**src/rtl/frog_game_if.sv**
```systemverilog
// Bundle between the game controller and the frog position stage.
// master: controller side (drives jump/reset_position); slave: position stage.
interface frog_game_if;
    logic [10:0] frogX;
    logic [10:0] frogY;
    logic        hit_car;
    logic        in_water;
    logic        on_gate;
    logic [10:0] gate_destX;
    logic [10:0] gate_destY;
    logic        reset_position;
    logic        jump;
    logic [10:0] jumptoX;
    logic [10:0] jumptoY;

    modport master (
        output reset_position, jump, jumptoX, jumptoY,
        input  frogX, frogY, hit_car, in_water, on_gate,
        input  gate_destX, gate_destY
    );

    modport slave (
        input  reset_position, jump, jumptoX, jumptoY,
        output frogX, frogY, hit_car, in_water, on_gate,
        output gate_destX, gate_destY
    );
endinterface

```
**src/rtl/frog_game_ctrl.sv**
```systemverilog
// Game-level FSM: lives, score, level, death/win freezes and gate jumps.
// Ports: CLK, RESET, timer_done, start_key, bus (frog_game_if.master),
//        lives, score, level, move_en, game_state.
module frog_game_ctrl #(
    parameter int START_LIVES   = 3,
    parameter int GOAL_Y        = 40,
    parameter int DEATH_FRAMES  = 32,
    parameter int WIN_FRAMES    = 64,
    parameter int GATE_COOLDOWN = 16,
    parameter int MAX_LEVEL     = 7
) (
    input  logic             CLK,
    input  logic             RESET,
    input  logic             timer_done,
    input  logic             start_key,
    frog_game_if.master      bus,
    output logic [1:0]       lives,
    output logic [7:0]       score,
    output logic [2:0]       level,
    output logic             move_en,
    output logic [2:0]       game_state
);
    typedef enum logic [2:0] {
        S_IDLE  = 3'd0,
        S_PLAY  = 3'd1,
        S_DYING = 3'd2,
        S_WIN   = 3'd3,
        S_OVER  = 3'd4
    } state_e;

    localparam logic [1:0]  LIVES_INIT = 2'(START_LIVES);
    localparam logic [10:0] GOAL_LIM   = 11'(GOAL_Y);
    localparam logic [7:0]  DEATH_CNT  = 8'(DEATH_FRAMES);
    localparam logic [7:0]  WIN_CNT    = 8'(WIN_FRAMES);
    localparam logic [7:0]  GATE_CNT   = 8'(GATE_COOLDOWN);
    localparam logic [2:0]  LVL_MAX    = 3'(MAX_LEVEL);

    state_e      state_q, state_d;
    logic [1:0]  lives_q, lives_d;
    logic [7:0]  score_q, score_d;
    logic [2:0]  level_q, level_d;
    logic [7:0]  cnt_q, cnt_d;
    logic [7:0]  cool_q, cool_d;
    logic        rp_q, rp_d;
    logic        jump_q, jump_d;
    logic [10:0] jx_q, jx_d;
    logic [10:0] jy_q, jy_d;
    logic        move_en_q;
    logic        start_key_q;
    logic        start_edge;
    logic        died;
    logic        goal;

    // frogX is reserved for future bounds checks.
    logic unused_frog_x;
    assign unused_frog_x = ^bus.frogX;

    assign start_edge = start_key & ~start_key_q;
    assign died       = bus.hit_car | bus.in_water;
    assign goal       = bus.frogY <= GOAL_LIM;

    always_comb begin
        state_d = state_q;
        lives_d = lives_q;
        score_d = score_q;
        level_d = level_q;
        cnt_d   = cnt_q;
        cool_d  = cool_q;
        rp_d    = 1'b0;
        jump_d  = 1'b0;
        jx_d    = jx_q;
        jy_d    = jy_q;
        // Gate is accepted when the cooldown expires on this very tick,
        // so a held gate re-fires exactly GATE_COOLDOWN ticks later.
        if (timer_done && cool_q != 8'd0) begin
            cool_d = cool_q - 8'd1;
        end
        unique case (state_q)
            S_IDLE: begin
                if (start_edge) begin
                    state_d = S_PLAY;
                    lives_d = LIVES_INIT;
                    score_d = 8'd0;
                    level_d = 3'd0;
                    rp_d    = 1'b1;
                    cool_d  = 8'd0;
                end
            end
            S_PLAY: begin
                if (timer_done) begin
                    if (died) begin
                        if (lives_q > 2'd1) begin
                            lives_d = lives_q - 2'd1;
                            cnt_d   = DEATH_CNT;
                            state_d = S_DYING;
                        end else begin
                            lives_d = 2'd0;
                            state_d = S_OVER;
                        end
                    end else if (goal) begin
                        if (score_q != 8'hFF) score_d = score_q + 8'd1;
                        if (level_q < LVL_MAX) level_d = level_q + 3'd1;
                        cnt_d   = WIN_CNT;
                        state_d = S_WIN;
                    end else if (bus.on_gate && cool_d == 8'd0) begin
                        jump_d = 1'b1;
                        jx_d   = bus.gate_destX;
                        jy_d   = bus.gate_destY;
                        cool_d = GATE_CNT;
                    end
                end
            end
            S_DYING, S_WIN: begin
                if (timer_done) begin
                    cnt_d = cnt_q - 8'd1;
                    if (cnt_q == 8'd1) begin
                        state_d = S_PLAY;
                        rp_d    = 1'b1;
                        cool_d  = 8'd0;
                    end
                end
            end
            S_OVER: begin
                if (start_edge) state_d = S_IDLE;
            end
            default: state_d = S_IDLE;
        endcase
    end

    always_ff @(posedge CLK) begin
        if (RESET) begin
            state_q     <= S_IDLE;
            lives_q     <= LIVES_INIT;
            score_q     <= 8'd0;
            level_q     <= 3'd0;
            cnt_q       <= 8'd0;
            cool_q      <= 8'd0;
            rp_q        <= 1'b0;
            jump_q      <= 1'b0;
            jx_q        <= 11'd0;
            jy_q        <= 11'd0;
            move_en_q   <= 1'b0;
            start_key_q <= 1'b0;
        end else begin
            state_q     <= state_d;
            lives_q     <= lives_d;
            score_q     <= score_d;
            level_q     <= level_d;
            cnt_q       <= cnt_d;
            cool_q      <= cool_d;
            rp_q        <= rp_d;
            jump_q      <= jump_d;
            jx_q        <= jx_d;
            jy_q        <= jy_d;
            move_en_q   <= (state_d == S_PLAY);
            start_key_q <= start_key;
        end
    end

    assign bus.reset_position = rp_q;
    assign bus.jump           = jump_q;
    assign bus.jumptoX        = jx_q;
    assign bus.jumptoY        = jy_q;
    assign lives              = lives_q;
    assign score              = score_q;
    assign level              = level_q;
    assign move_en            = move_en_q;
    assign game_state         = state_q;
endmodule
```
**src/flat_wrapper.sv**
```systemverilog
// flat-port wrapper written by rule: the top's interface ports become plain ports
module frog_game_ctrl_flat 
#(
    parameter int START_LIVES   = 3,
    parameter int GOAL_Y        = 40,
    parameter int DEATH_FRAMES  = 32,
    parameter int WIN_FRAMES    = 64,
    parameter int GATE_COOLDOWN = 16,
    parameter int MAX_LEVEL     = 7
)
  (CLK, RESET, timer_done, start_key, lives, score, level, move_en, game_state, bus_reset_position, bus_jump, bus_jumptoX, bus_jumptoY, bus_frogX, bus_frogY, bus_hit_car, bus_in_water, bus_on_gate, bus_gate_destX, bus_gate_destY);
  frog_game_if bus_i ();
  input  logic CLK;
  input  logic RESET;
  input  logic timer_done;
  input  logic start_key;
  output logic [1:0] lives;
  output logic [7:0] score;
  output logic [2:0] level;
  output logic move_en;
  output logic [2:0] game_state;
  output wire logic [$bits(bus_i.reset_position)-1:0] bus_reset_position;
  output wire logic [$bits(bus_i.jump)-1:0] bus_jump;
  output wire logic [$bits(bus_i.jumptoX)-1:0] bus_jumptoX;
  output wire logic [$bits(bus_i.jumptoY)-1:0] bus_jumptoY;
  input wire logic [$bits(bus_i.frogX)-1:0] bus_frogX;
  input wire logic [$bits(bus_i.frogY)-1:0] bus_frogY;
  input wire logic [$bits(bus_i.hit_car)-1:0] bus_hit_car;
  input wire logic [$bits(bus_i.in_water)-1:0] bus_in_water;
  input wire logic [$bits(bus_i.on_gate)-1:0] bus_on_gate;
  input wire logic [$bits(bus_i.gate_destX)-1:0] bus_gate_destX;
  input wire logic [$bits(bus_i.gate_destY)-1:0] bus_gate_destY;
  assign bus_reset_position = bus_i.reset_position;
  assign bus_jump = bus_i.jump;
  assign bus_jumptoX = bus_i.jumptoX;
  assign bus_jumptoY = bus_i.jumptoY;
  assign bus_i.frogX = bus_frogX;
  assign bus_i.frogY = bus_frogY;
  assign bus_i.hit_car = bus_hit_car;
  assign bus_i.in_water = bus_in_water;
  assign bus_i.on_gate = bus_on_gate;
  assign bus_i.gate_destX = bus_gate_destX;
  assign bus_i.gate_destY = bus_gate_destY;
  frog_game_ctrl #(.START_LIVES(START_LIVES), .GOAL_Y(GOAL_Y), .DEATH_FRAMES(DEATH_FRAMES), .WIN_FRAMES(WIN_FRAMES), .GATE_COOLDOWN(GATE_COOLDOWN), .MAX_LEVEL(MAX_LEVEL)) u_core (.CLK(CLK), .RESET(RESET), .timer_done(timer_done), .start_key(start_key), .bus(bus_i), .lives(lives), .score(score), .level(level), .move_en(move_en), .game_state(game_state));
endmodule
```
**config.mk**
```make
export PLATFORM = sky130hd
export DESIGN_NAME = frog_game_ctrl_flat
export DESIGN_NICKNAME = d
export VERILOG_FILES = /design/src/rtl/frog_game_if.sv /design/src/rtl/frog_game_ctrl.sv /design/src/flat_wrapper.sv
export SDC_FILE = /design/constraint.sdc
export NUM_CORES = 1
export LEC_CHECK = 0
export BUFFER_PORTS_ARGS = -buffer_cell sky130_fd_sc_hd__clkbuf_2
export CAP_MARGIN = 20
export CORE_AREA = 3 3 98 81
export CTS_CLUSTER_SIZE = 24
export DETAILED_ROUTE_END_ITERATION = 12
export DIE_AREA = 0 0 101 84
export PLACE_DENSITY = 0.7
export RECOVER_POWER = 25
export SYNTH_ARGS = -nofsm -noshare
export SYNTH_HDL_FRONTEND = slang
export SYNTH_SLANG_ARGS = --single-unit
```
**constraint.sdc**
```tcl
create_clock -name CLK -period 2.9 [get_ports CLK]
set_input_delay 0.29 -clock CLK [delete_from_list [all_inputs] [get_ports CLK]]
set_output_delay 0.29 -clock CLK [all_outputs]
set_load 0.02 [all_outputs]
```
---- Word level (Yosys, flattened, before mapping) ----
Index checks and enable logic that the tools add are counted.
word-level totals
  register bits after elaboration ......... 58
  bits in latches ......................... 0
  memory bits (writable) .................. 0
  ROM bits ................................ 0
  word-level logic and storage cells ...... 104
  memories kept ........................... 0
operators by class
  add/subtract/negate cells ............... 5
  multipliers ............................. 0
  divide/modulo/power cells ............... 0
  $lt $le $gt $ge ......................... 3
  equal/unequal tests ..................... 17
  shift operators ......................... 0
  mux-type cells .......................... 46
  bitwise logic cells ..................... 7
  reductions and logical operators ........ 14
operator list
  operator             number
  $mux 8               18
  $mux 3               13
  $pmux 8 s2           2
  $pmux 8 s3           1
  $sub 8x1->8 const B  2
  $pmux 3 s4           1
  $reduce_and 6->1     2
  $le 11x6->1 const B  1
  $ne 2x1->1 const B   5
  $reduce_and 5->1     2
  $add 8x1->8 const B  1
  $eq 8x1->1 const B   1
  $logic_not 8->1      1
  $mux 2               4
  $ne 8x8->1 const B   1
  $reduce_bool 8->1    1
  $eq 3x1->1 const B   2
  $eq 3x2->1 const B   2
  $ne 2x2->1 const B   3
  $pmux 3 s2           1
  $not 1->1            5
  $reduce_or 5->1      1
  $mux 1               4
  $pmux 2 s2           1
  15 further kinds     17

---- Depth between registers and ports, before layout ----
Gate-level depths: netlist of run 1.
  depth in word-level cells ............... 10
  gate-level depth with buffers ........... 9
  mapped depth without buffers ............ 7

---- Worst setup path after synthesis of run 1 ----
OpenSTA, ideal clock, no wires.
  kind .................................... reg2reg
  from .................................... reg u_core.cool_q[0]
  to ...................................... reg u_core.jx_q[0] (netlist: u_core.bus.jumptoX[0])
  library setup time ...................... 0.072 ns
  arrival ................................. 2.137 ns
  slack ................................... 0.692 ns
  stages on the path, launching flop included .. 10
  clock period less this slack ............ 2.208 ns
  cells stage by stage .................... dfxtp_1 -> inv_1 -> ha_1 -> or4b_4 -> o21ai_4 -> mux2i_1 -> and4_1 -> buf_6 -> buf_12 -> mux2i_1
on the way
  cells in the longest elaborated chain, start to end .. 6
ends and longest elaborated chain
  what                                                 RTL line               RTL
  start: declaration                                   frog_game_ctrl.sv:43   logic [7:0] cool_q, cool_d;
  start signal: assignment                             frog_game_ctrl.sv:150  cool_q <= cool_d;
  branches (longest 2 deep; another with $sub 8x1->8)  n/a
  $mux 8 (*)                                           frog_game_ctrl.sv:75   if (timer_done && cool_q != 8'd0) begin
  $logic_not 8->1 (*)                                  frog_game_ctrl.sv:105  end else if (bus.on_gate && cool_d == 8'd0) begin
  $logic_and 1x1->1 (*)                                frog_game_ctrl.sv:105
  $reduce_and 5->1 (no source line) (*)                n/a
  end signal: assignment                               frog_game_ctrl.sv:153  jx_q <= jx_d;
  end: declaration                                     frog_game_ctrl.sv:46   logic [10:0] jx_q, jx_d;
Every way passes the cells marked *.
A chain may end at the register's enable or synchronous reset.

---- Worst setup path in the final report of run 1 ----
  from .................................... reg u_core.cool_q[0]
  to ...................................... reg u_core.jy_q[7] (netlist: u_core.bus.jumptoY[7])
on the way
  cells in the longest elaborated chain, start to end .. 6
ends and longest elaborated chain
  what                                                 RTL line               RTL
  branches (longest 2 deep; another with $sub 8x1->8)  n/a
  $mux 8 (*)                                           frog_game_ctrl.sv:75
  $logic_not 8->1 (*)                                  frog_game_ctrl.sv:105
  $logic_and 1x1->1 (*)                                frog_game_ctrl.sv:105
  $reduce_and 5->1 (no source line) (*)                n/a
  end signal: assignment                               frog_game_ctrl.sv:154  jy_q <= jy_d;
  end: declaration                                     frog_game_ctrl.sv:47   logic [10:0] jy_q, jy_d;
Marked as above.

==> metrics, run 1 <==
Wirelength per Cell=13.8 µm; Sink Count=58; CTS buffer count=9; status=finished clean; CP Launch Type=register; asr flop ratio synth=0%; crit path kind=register to register; most frequent cells in the layout=58 x dfxtp_1, 56 x clkbuf_2, 47 x nand2b_1; RSZ-0062 raised after global routing=false; most common cell after layout, fill and taps aside=dfxtp_1; Sw Ratio=34.0%; vias in the first global route=2699; Resize count post-CTS=0; sequential power share=38.8%; Worst-Margin Slew=1050 ps; Ant. Diodes=0; clk slew on worst S/H paths=70 ps; DR vias/cell=5.45; DR pass1 iterations=5; Seq/Total Area, Yosys=36.8%; fraction of layout cells with a size suffix above 1=23.0%; clock group share of total power=30.7%; max-cap viol count=0; # IOs=92; Antenna Nets Post-Route=0; WL final=7270 µm; power per cell area=646 mW/mm²; Post-synth EDFFs=0; HP Start=bus_gate_destX[5]; CTS tree=built; via count=2867; Layout Utilization=53.9%; setup_tns=0 ps; Cell Int Power=0.00160 W; I/O Buffers=80; Max Fclk=408 MHz; Rows=27; Die Y=84 µm; worst r2r src=u_core.cool_q[0]; Critical Path RT=3170 ps; largest net degree at the start of global routing=32; Yosys cell types=61; Clk Latency, worst-skew pair=340 ps; HPWL after DPL=5320 µm; Clock Skews=7.43 ps; Residual DRC=0; FF+latch count, synth=58; CP Capture Type=register; Setup-failing EPs final=0; Core Footprint=0.00696 mm²; Syn. warnings=0; P_sw=0.000824 W; H-tree depth=3; CP Data Arrival Time=2710 ps; first-pass GRT wire length=12500 µm; Die ar.=0.00848 mm²; Die Wd=101 µm; mean post-synth cell area=8.78 µm²; synth-to-layout area growth=19.1%; Max-slew headroom=30.2%; clk root buf=clkbuf_8; Critical Path Fanout Max=22; Post-Syn Nets=416; part of the cycle the worst path needs=84.4%; grt ovf=0; Clock Tree Buf Depth=2; DP Worst Slack=460 ps; final net count=491; final hold violation count=0; initial antenna violation count=0; Max Slew Vio Count=0; area of the multi-input gates=0.00183 mm²; Leak=1.46 nW; drt first-iter violations=171; min-delay worst type=input pin to register; GRT Overall Usage=18.3%; Mapped Cells=359; Period minus WS final=2450 ps; Initial Utilization=45.3%; hold_buf cts=0; FILL cells=670; GP Congestion=0.854; Sequential Area=0.00116 mm²; Comb pwr share=30.5%; final setup margin=451 ps; Setup Buffers After CTS=0; crit path from=u_core.cool_q[0]; cell area after synthesis=0.00315 mm²; top_reg_cell synth=dfxtp_1; worst vdd rail ir drop=298 µV
-- per-stage QoR --
stage | cell area (µm²) | std cells | total power (W) | hold WS [ps]
final | 3750 | 526 | 0.00242 | 181
after global routing | 3750 | 526 | 0.00261 | 173
after CTS | 3780 | 526 | 0.00245 | 161
after detailed placement | 3580 | 510 | 0.00170 | 459
after global placement | 3580 | 510 | 0.00169 | 456
after floorplan | 3150 | 359 | 0.00154 | 418
-- registers in the layout (all words and copies together) (netlist names) --
| signal | cells |
|---|---|
| u_core.bus.jump | 1 |
| u_core.bus.jumptoX | 11 |
| u_core.bus.jumptoY | 11 |
| u_core.bus.reset_position | 1 |
| u_core.cnt_q | 8 |
| u_core.cool_q | 8 |
| u_core.game_state | 3 |
| u_core.level | 3 |
| u_core.lives | 2 |
| u_core.move_en | 1 |
| u_core.score | 8 |
| u_core.start_key_q | 1 |
-- worst max-delay path, stage by stage, from the launching register on --
cell and delay, ps:
dfxtp_1 380, inv_1 140, ha_1 190, or4b_4 510
o21ai_4 210, mux2i_1 250, and4_1 270, buf_12 200
mux2i_1 210
-- synthesized netlist by cell type (all sizes together) (4+ instances only) --
cell type | count | share of area (%)
inv | 7 | 0.83
or2 | 9 | 1.8
dfxtp | 58 | 37
a21oi | 25 | 4.0
nor4b | 4 | 1.3
o31ai | 4 | 0.95
nor2 | 24 | 2.9
nor3 | 9 | 1.6
or4 | 5 | 1.3
nand2 | 17 | 2.0
a31oi | 5 | 0.99
clkbuf | 12 | 1.4
or3 | 14 | 2.8
o21ai | 23 | 4.0
mux2i | 26 | 8.3
ha | 6 | 2.4
nand2b | 47 | 9.3
nand3 | 4 | 0.64
nor2b | 4 | 0.79
buf | 9 | 2.7
nand4 | 6 | 1.2
-- area by class of cell --
type / instances / share of cell area [%]
inverters: 7 / 0.700
flip-flops and latches: 58 / 30.9
clock inverters: 7 / 2.10
well taps: 87 / 2.90
repair buffers: 85 / 11.2
multi-input cells: 273 / 48.8
clock buffers: 9 / 3.30
-- layer usage --
layer,track usage (%),wire length (µm),vias up
met5,0,0,-
met4,6.88,108,0
met3,5.60,494,10
met2,27.7,3230,81
met1,24.4,3440,1337
li1,-,-,1439
-- kinds of logic (layout without fill, tap and decap cells) --
family / after synthesis / in the layout / share of synthesized area [%]
adder cells (fa/ha/maj): 6 / 6 / 2.38
buffers and inverters: 28 / 108 / 5.00
XOR/XNOR: 1 / 1 / 0.278
AND/OR/NAND/NOR: 158 / 158 / 30.1
flip-flops: 58 / 58 / 36.8
multiplexers: 26 / 26 / 8.26
AO/OA/AOI/OAI: 82 / 82 / 17.2
-- power groups by stage --
stage / Sequential, W / Clock [W] / Combinational, W
2_1_floorplan: 0.000945 / 0 / 0.000593
6_report: 0.000941 / 0.000745 / 0.000739
3_3_place_gp: 0.000954 / 0 / 0.000732
5_1_grt: 0.000955 / 0.000811 / 0.000839
4_1_cts: 0.000940 / 0.000769 / 0.000745
3_5_place_dp: 0.000957 / 0 / 0.000741
-- final timing paths --
| path | to | slack (ps) | cells after the start |
|---|---|---|---|
| worst max-delay path | u_core.bus.jumptoY[7] | 450 | 8 |
| worst min-delay path | u_core.bus.jumptoX[5] | 180 | 3 |
| worst max register to register | u_core.bus.jumptoY[7] | 450 | 8 |
| worst min register to register | u_core.bus.jumptoX[7] | 470 | 2 |
(Power assumes the default switching activity.)
==> inputs of run 2 (changes only) <==
--- a/config.mk
+++ b/config.mk
@@ -11,7 +11,7 @@
 export CTS_CLUSTER_SIZE = 24
 export DETAILED_ROUTE_END_ITERATION = 12
 export DIE_AREA = 0 0 101 84
-export PLACE_DENSITY = 0.7
+export PLACE_DENSITY = 0.73
 export RECOVER_POWER = 25
 export SYNTH_ARGS = -nofsm -noshare
 export SYNTH_HDL_FRONTEND = slang
==> constraint.sdc (replaced) <==
create_clock -name CLK -period 2.06 [get_ports CLK]
set_input_delay 0.206 -clock CLK [delete_from_list [all_inputs] [get_ports CLK]]
set_output_delay 0.206 -clock CLK [all_outputs]
set_load 0.02 [all_outputs]
==> metrics, run 2 (synthesis results as in run 1) <==
WL final=8030 µm (was 7270 µm); grt ovf=0 (unchanged); Initial Utilization=45.3% (unchanged); Die Y=84 µm (unchanged); DR pass1 iterations=4 (was 5); HPWL after DPL=5720 µm (was 5320 µm); Residual DRC=0 (unchanged); CP max-delay cell=or4b_4 (unchanged); DP Worst Slack=-147 ps (was 460 ps); CP Capture Type=register (unchanged); GP Congestion=0.848 (was 0.854); CTS tree=built (unchanged); hold slack=98.2 ps (was 181 ps); most common cell after layout, fill and taps aside=clkbuf_2 (was dfxtp_1); Clock Tree Buf Depth=2 (unchanged); max-cap viol count=0 (unchanged); min-delay worst type=input pin to register (unchanged); Critical Path Fanout Max=5 (was 22); Period minus WS final=2250 ps (was 2450 ps); DR vias/cell=5.36 (was 5.45); Ant. Diodes=0 (unchanged); failing checks=setup timing; initial antenna violation count=0 (unchanged); Antenna Nets Post-Route=0 (unchanged); final net count=523 (was 491); fraction of layout cells with a size suffix above 1=32.1% (was 23.0%); clk slew on worst S/H paths=70 ps (about the same); via count=2991 (was 2867); CP Buf/Inv Count=2 (unchanged); CP Data Arrival Time=2520 ps (was 2710 ps); final hold violation count=0 (unchanged); CP Launch Type=register (unchanged); Wirelength per Cell=14.4 µm (was 13.8 µm); RSZ-0062 raised after global routing=true (was false); # IOs=92 (unchanged); Clk Latency, worst-skew pair=340 ps (about the same); Sink Count=58 (unchanged); crit path kind=register to register (unchanged); worst vdd rail ir drop=422 µV (was 298 µV); status=finished, violations left (was finished clean); drt first-iter violations=135 (was 171); clk root buf=clkbuf_8 (unchanged); Die Wd=101 µm (unchanged); part of the cycle the worst path needs=109% (was 84.4%); critical path's top delay family=simple AND/OR/NAND/NOR gates (unchanged); synth-to-layout area growth=31.7% (was 19.1%); max incr delay on CP=500 ps (was 510 ps); Rows=27 (unchanged); Max Fclk=444 MHz (was 408 MHz); H-tree depth=3 (unchanged); crit path cell chain=inv_2 -> ha_4 -> or4b_4 -> o21ai_4 -> mux2i_2 -> and4_4 -> clkbuf_16 -> mux2i_2 (was inv_1 -> ha_1 -> or4b_4 -> o21ai_4 -> mux2i_1 -> and4_1 -> buf_12 -> mux2i_1); CTS buffer count=9 (unchanged); Leak=1.69 nW (was 1.46 nW); setup_tns=-3480 ps (was 0 ps); Clock Skews=8.01 ps (was 7.43 ps); Max-slew headroom=61.7% (was 30.2%); Worst-Margin Slew=575 ps (was 1050 ps); CP dominant cell by count=mux2i_2 (was mux2i_1); Setup-failing EPs final=22 (was 0); Critical Path RT=2330 ps (was 3170 ps); first-pass GRT wire length=13000 µm (was 12500 µm); power per cell area=969 mW/mm² (was 646 mW/mm²); Core Footprint=0.00696 mm² (unchanged); Max Slew Vio Count=0 (unchanged); GRT Overall Usage=19.0% (was 18.3%); most frequent cells in the layout=62 x clkbuf_2, 56 x dfxtp_1, 47 x nand2b_1 (was 58 x dfxtp_1, 56 x clkbuf_2, 47 x nand2b_1); final setup margin=-194 ps (was 451 ps); Die ar.=0.00848 mm² (unchanged); vias in the first global route=2770 (was 2699); I/O Buffers=80 (unchanged); largest net degree at the start of global routing=49 (was 32)
## run 2: what timing repair did
action | CTS | global route
gates cloned | 1 | 1
resized for setup | 3 | 8
setup buffers | 0 | 0
endpoints found under the setup margin | 22 | 38
hold buffers | 0 | 0
pin swaps | 0 | 4
## run 2: final timing paths
check	start	endpoint	cells after the start	slack, ps
max	u_core.cool_q[1]	u_core.bus.jumptoY[10]	8	-190
min	bus_gate_destX[10]	u_core.bus.jumptoX[10]	3	100
max reg2reg	u_core.cool_q[1]	u_core.bus.jumptoY[10]	8	-190
min reg2reg	u_core.bus.jumptoY[9]	u_core.bus.jumptoY[9]	2	480
## run 2: area by class of cell
cell class / count / area, µm²
repair buffers: 117 / 706
multi-input cells: 273 / 1890
fillers: 622 / 2810
inverters: 7 / 28.8
clock inverters: 3 / 67.6
clock buffers: 13 / 180
flip-flops and latches: 58 / 1170
well taps: 87 / 109
## run 2: through the flow
| stage | utilization (%) | std cells | cell area (µm²) | total power, W |
|---|---|---|---|---|
| after floorplan | - | 359 | 3170 | 0.00219 |
| after CTS | 59.0 | 557 | 4100 | 0.00398 |
| final | 59.6 | 558 | 4150 | 0.00402 |
| after global routing | 59.6 | 558 | 4150 | 0.00426 |
| after global placement | 55.0 | 540 | 3820 | 0.00263 |
| after detailed placement | 55.0 | 540 | 3820 | 0.00266 |
## run 2: tightest hold or removal path, cell delays in order
cell and delay (ps):
clkbuf_2 80, nand2b_1 50, mux2i_1 60
## run 2: power by group
part           total, W  internal (W)  switching (W)  leakage [nW]
logic           0.00147      0.000722       0.000746          1.10
clock network   0.00129      0.000822       0.000473         0.121
registers       0.00126       0.00121      0.0000497         0.471
total           0.00402       0.00275        0.00127          1.69
## run 2: per-layer routing
layer | up-vias | share of wire [%] | track usage, %
met5 | - | 0 | 0
met4 | 0 | 1.4 | 5.43
met3 | 12 | 4.9 | 6.68
met2 | 65 | 49 | 30.6
met1 | 1407 | 45 | 23.9
li1 | 1507 | - | -
==> inputs of run 3 (changes only) <==
--- a/config.mk
+++ b/config.mk
@@ -7,11 +7,10 @@
 export LEC_CHECK = 0
 export BUFFER_PORTS_ARGS = -buffer_cell sky130_fd_sc_hd__clkbuf_2
 export CAP_MARGIN = 20
-export CORE_AREA = 3 3 98 81
+export CORE_AREA = 3 3 111 91
 export CTS_CLUSTER_SIZE = 24
 export DETAILED_ROUTE_END_ITERATION = 12
-export DIE_AREA = 0 0 101 84
-export PLACE_DENSITY = 0.73
+export DIE_AREA = 0 0 114 94
 export RECOVER_POWER = 25
 export SYNTH_ARGS = -nofsm -noshare
 export SYNTH_HDL_FRONTEND = slang
==> metrics, run 3 (synthesis results as in run 1) <==
Leak=1.74 nW (was 1.69 nW); Clk Latency, worst-skew pair=320 ps (was 340 ps); largest net degree at the start of global routing=47 (was 49); Max Slew Vio Count=0 (unchanged); GP Congestion=0.818 (was 0.848); power per cell area=1030 mW/mm² (was 969 mW/mm²); Setup-failing EPs final=22 (unchanged); clk slew on worst S/H paths=50 ps (was 70 ps); synth-to-layout area growth=36.2% (was 31.7%); DR vias/cell=5.02 (was 5.36); worst vdd rail ir drop=590 µV (was 422 µV); FILL cells=887 (was 622); Clock Tree Buf Depth=2 (unchanged); final net count=523 (unchanged); Critical Path Fanout Max=5 (unchanged); RSZ-0062 raised after global routing=true (unchanged); min-delay worst type=input pin to register (unchanged); CP Capture Type=register (unchanged); part of the cycle the worst path needs=108% (was 109%); WL final=7940 µm (was 8030 µm); fraction of layout cells with a size suffix above 1=31.6% (was 32.1%); hold slack=123 ps (was 98.2 ps); crit path kind=register to register (unchanged); CP Data Arrival Time=2460 ps (was 2520 ps); final hold violation count=0 (unchanged); Clock Skews=5.42 ps (was 8.01 ps); CP Launch Type=register (unchanged); Antenna Nets Post-Route=0 (unchanged); failing checks=setup timing (unchanged); Critical Path RT=2310 ps (was 2330 ps); Max-slew headroom=56.9% (was 61.7%); Period minus WS final=2210 ps (was 2250 ps); vias in the first global route=2833 (was 2770); Residual DRC=0 (unchanged); most frequent cells in the layout=61 x clkbuf_2, 56 x dfxtp_1, 47 x nand2b_1 (was 62 x clkbuf_2, 56 x dfxtp_1, 47 x nand2b_1); max-cap viol count=0 (unchanged); Rows=31 (was 27); DP Worst Slack=-165 ps (was -147 ps); Core Footprint=0.00908 mm² (was 0.00696 mm²); # IOs=92 (unchanged); clk root buf=clkbuf_16 (was clkbuf_8); most common cell after layout, fill and taps aside=clkbuf_2 (unchanged); Wirelength per Cell=13.6 µm (was 14.4 µm); final setup margin=-155 ps (was -194 ps); HPWL after DPL=5780 µm (was 5720 µm); setup_tns=-3040 ps (was -3480 ps); CTS buffer count=9 (unchanged); fin area=0.00429 mm² (was 0.00415 mm²); Die ar.=0.0107 mm² (was 0.00848 mm²); post-placement cell area=0.00384 mm² (was 0.00382 mm²); CTS tree=built (unchanged); first-pass GRT wire length=13100 µm (was 13000 µm); via count=2944 (was 2991); I/O Buffers=80 (unchanged); Ant. Diodes=0 (unchanged); Initial Utilization=34.7% (was 45.3%); Sink Count=58 (unchanged); H-tree depth=3 (unchanged); Layout Utilization=47.3% (was 59.6%); status=finished, violations left (unchanged); DR pass1 iterations=4 (unchanged); initial antenna violation count=0 (unchanged); Worst-Margin Slew=647 ps (was 575 ps); drt first-iter violations=103 (was 135); grt ovf=0 (unchanged); GRT Overall Usage=15.1% (was 19.0%); Die Y=94 µm (was 84 µm); Die Wd=114 µm (was 101 µm); Max Fclk=451 MHz (was 444 MHz)
[run 3: report_power, final]
group / internal [W] / total, W / leakage, nW / switching (W)
Combinational: 0.000739 / 0.00146 / 1.10 / 0.000718
Clock: 0.00119 / 0.00170 / 0.174 / 0.000511
Sequential: 0.00121 / 0.00126 / 0.471 / 0.0000518
Total: 0.00314 / 0.00442 / 1.74 / 0.00128
[run 3: path summary, 6_finish.rpt]
check,start,endpoint,slack (ps),cells past startpoint
max,u_core.cool_q[0],u_core.bus.jumptoX[4],-150,8
min,bus_gate_destX[1],u_core.bus.jumptoX[1],120,3
max reg2reg,u_core.cool_q[0],u_core.bus.jumptoX[4],-150,8
min reg2reg,u_core.bus.jumptoY[5],u_core.bus.jumptoY[5],460,2
[run 3: critical path, cell delays in order (launching register included)]
cell and delay [ps]:
dfxtp_4 350, inv_4 60, ha_4 120, or4b_4 490, o21ai_4 160, mux2i_1 250, and4_4 360, clkbuf_16 180
mux2i_1 170
[run 3: layer usage]
metal	part of all wire (%)	track usage [%]	up-vias
li1	-	-	1509
met3	3.9	3.86	9
met1	46	18.7	1382
met2	49	25.7	44
met4	0.86	4.55	0
met5	0	0	-
[run 3: per-stage QoR]
step	power [W]	instances
after floorplan	0.00219	359
after global placement	0.00266	566
after detailed placement	0.00268	566
after CTS	0.00441	583
after global routing	0.00469	586
final	0.00442	586
[run 3: area by class of cell]
type / count / area, µm² / share of cell area [%]
multi-input combinational: 273 / 1880 / 43.9
clock buffer: 12 / 278 / 6.47
tap: 115 / 144 / 3.35
timing repair buffer: 117 / 722 / 16.8
sequential: 58 / 1170 / 27.2
clock inverter: 4 / 70.1 / 1.63
inverter: 7 / 28.8 / 0.671
[run 3: timing repair]
item                                    4_1_cts  5_1_grt
setup buffers                                 0        1
pin swaps                                     1        4
hold buffers                                  0        0
gates cloned                                  1        2
endpoints found under the setup margin       22       36
resized for setup                             3        7
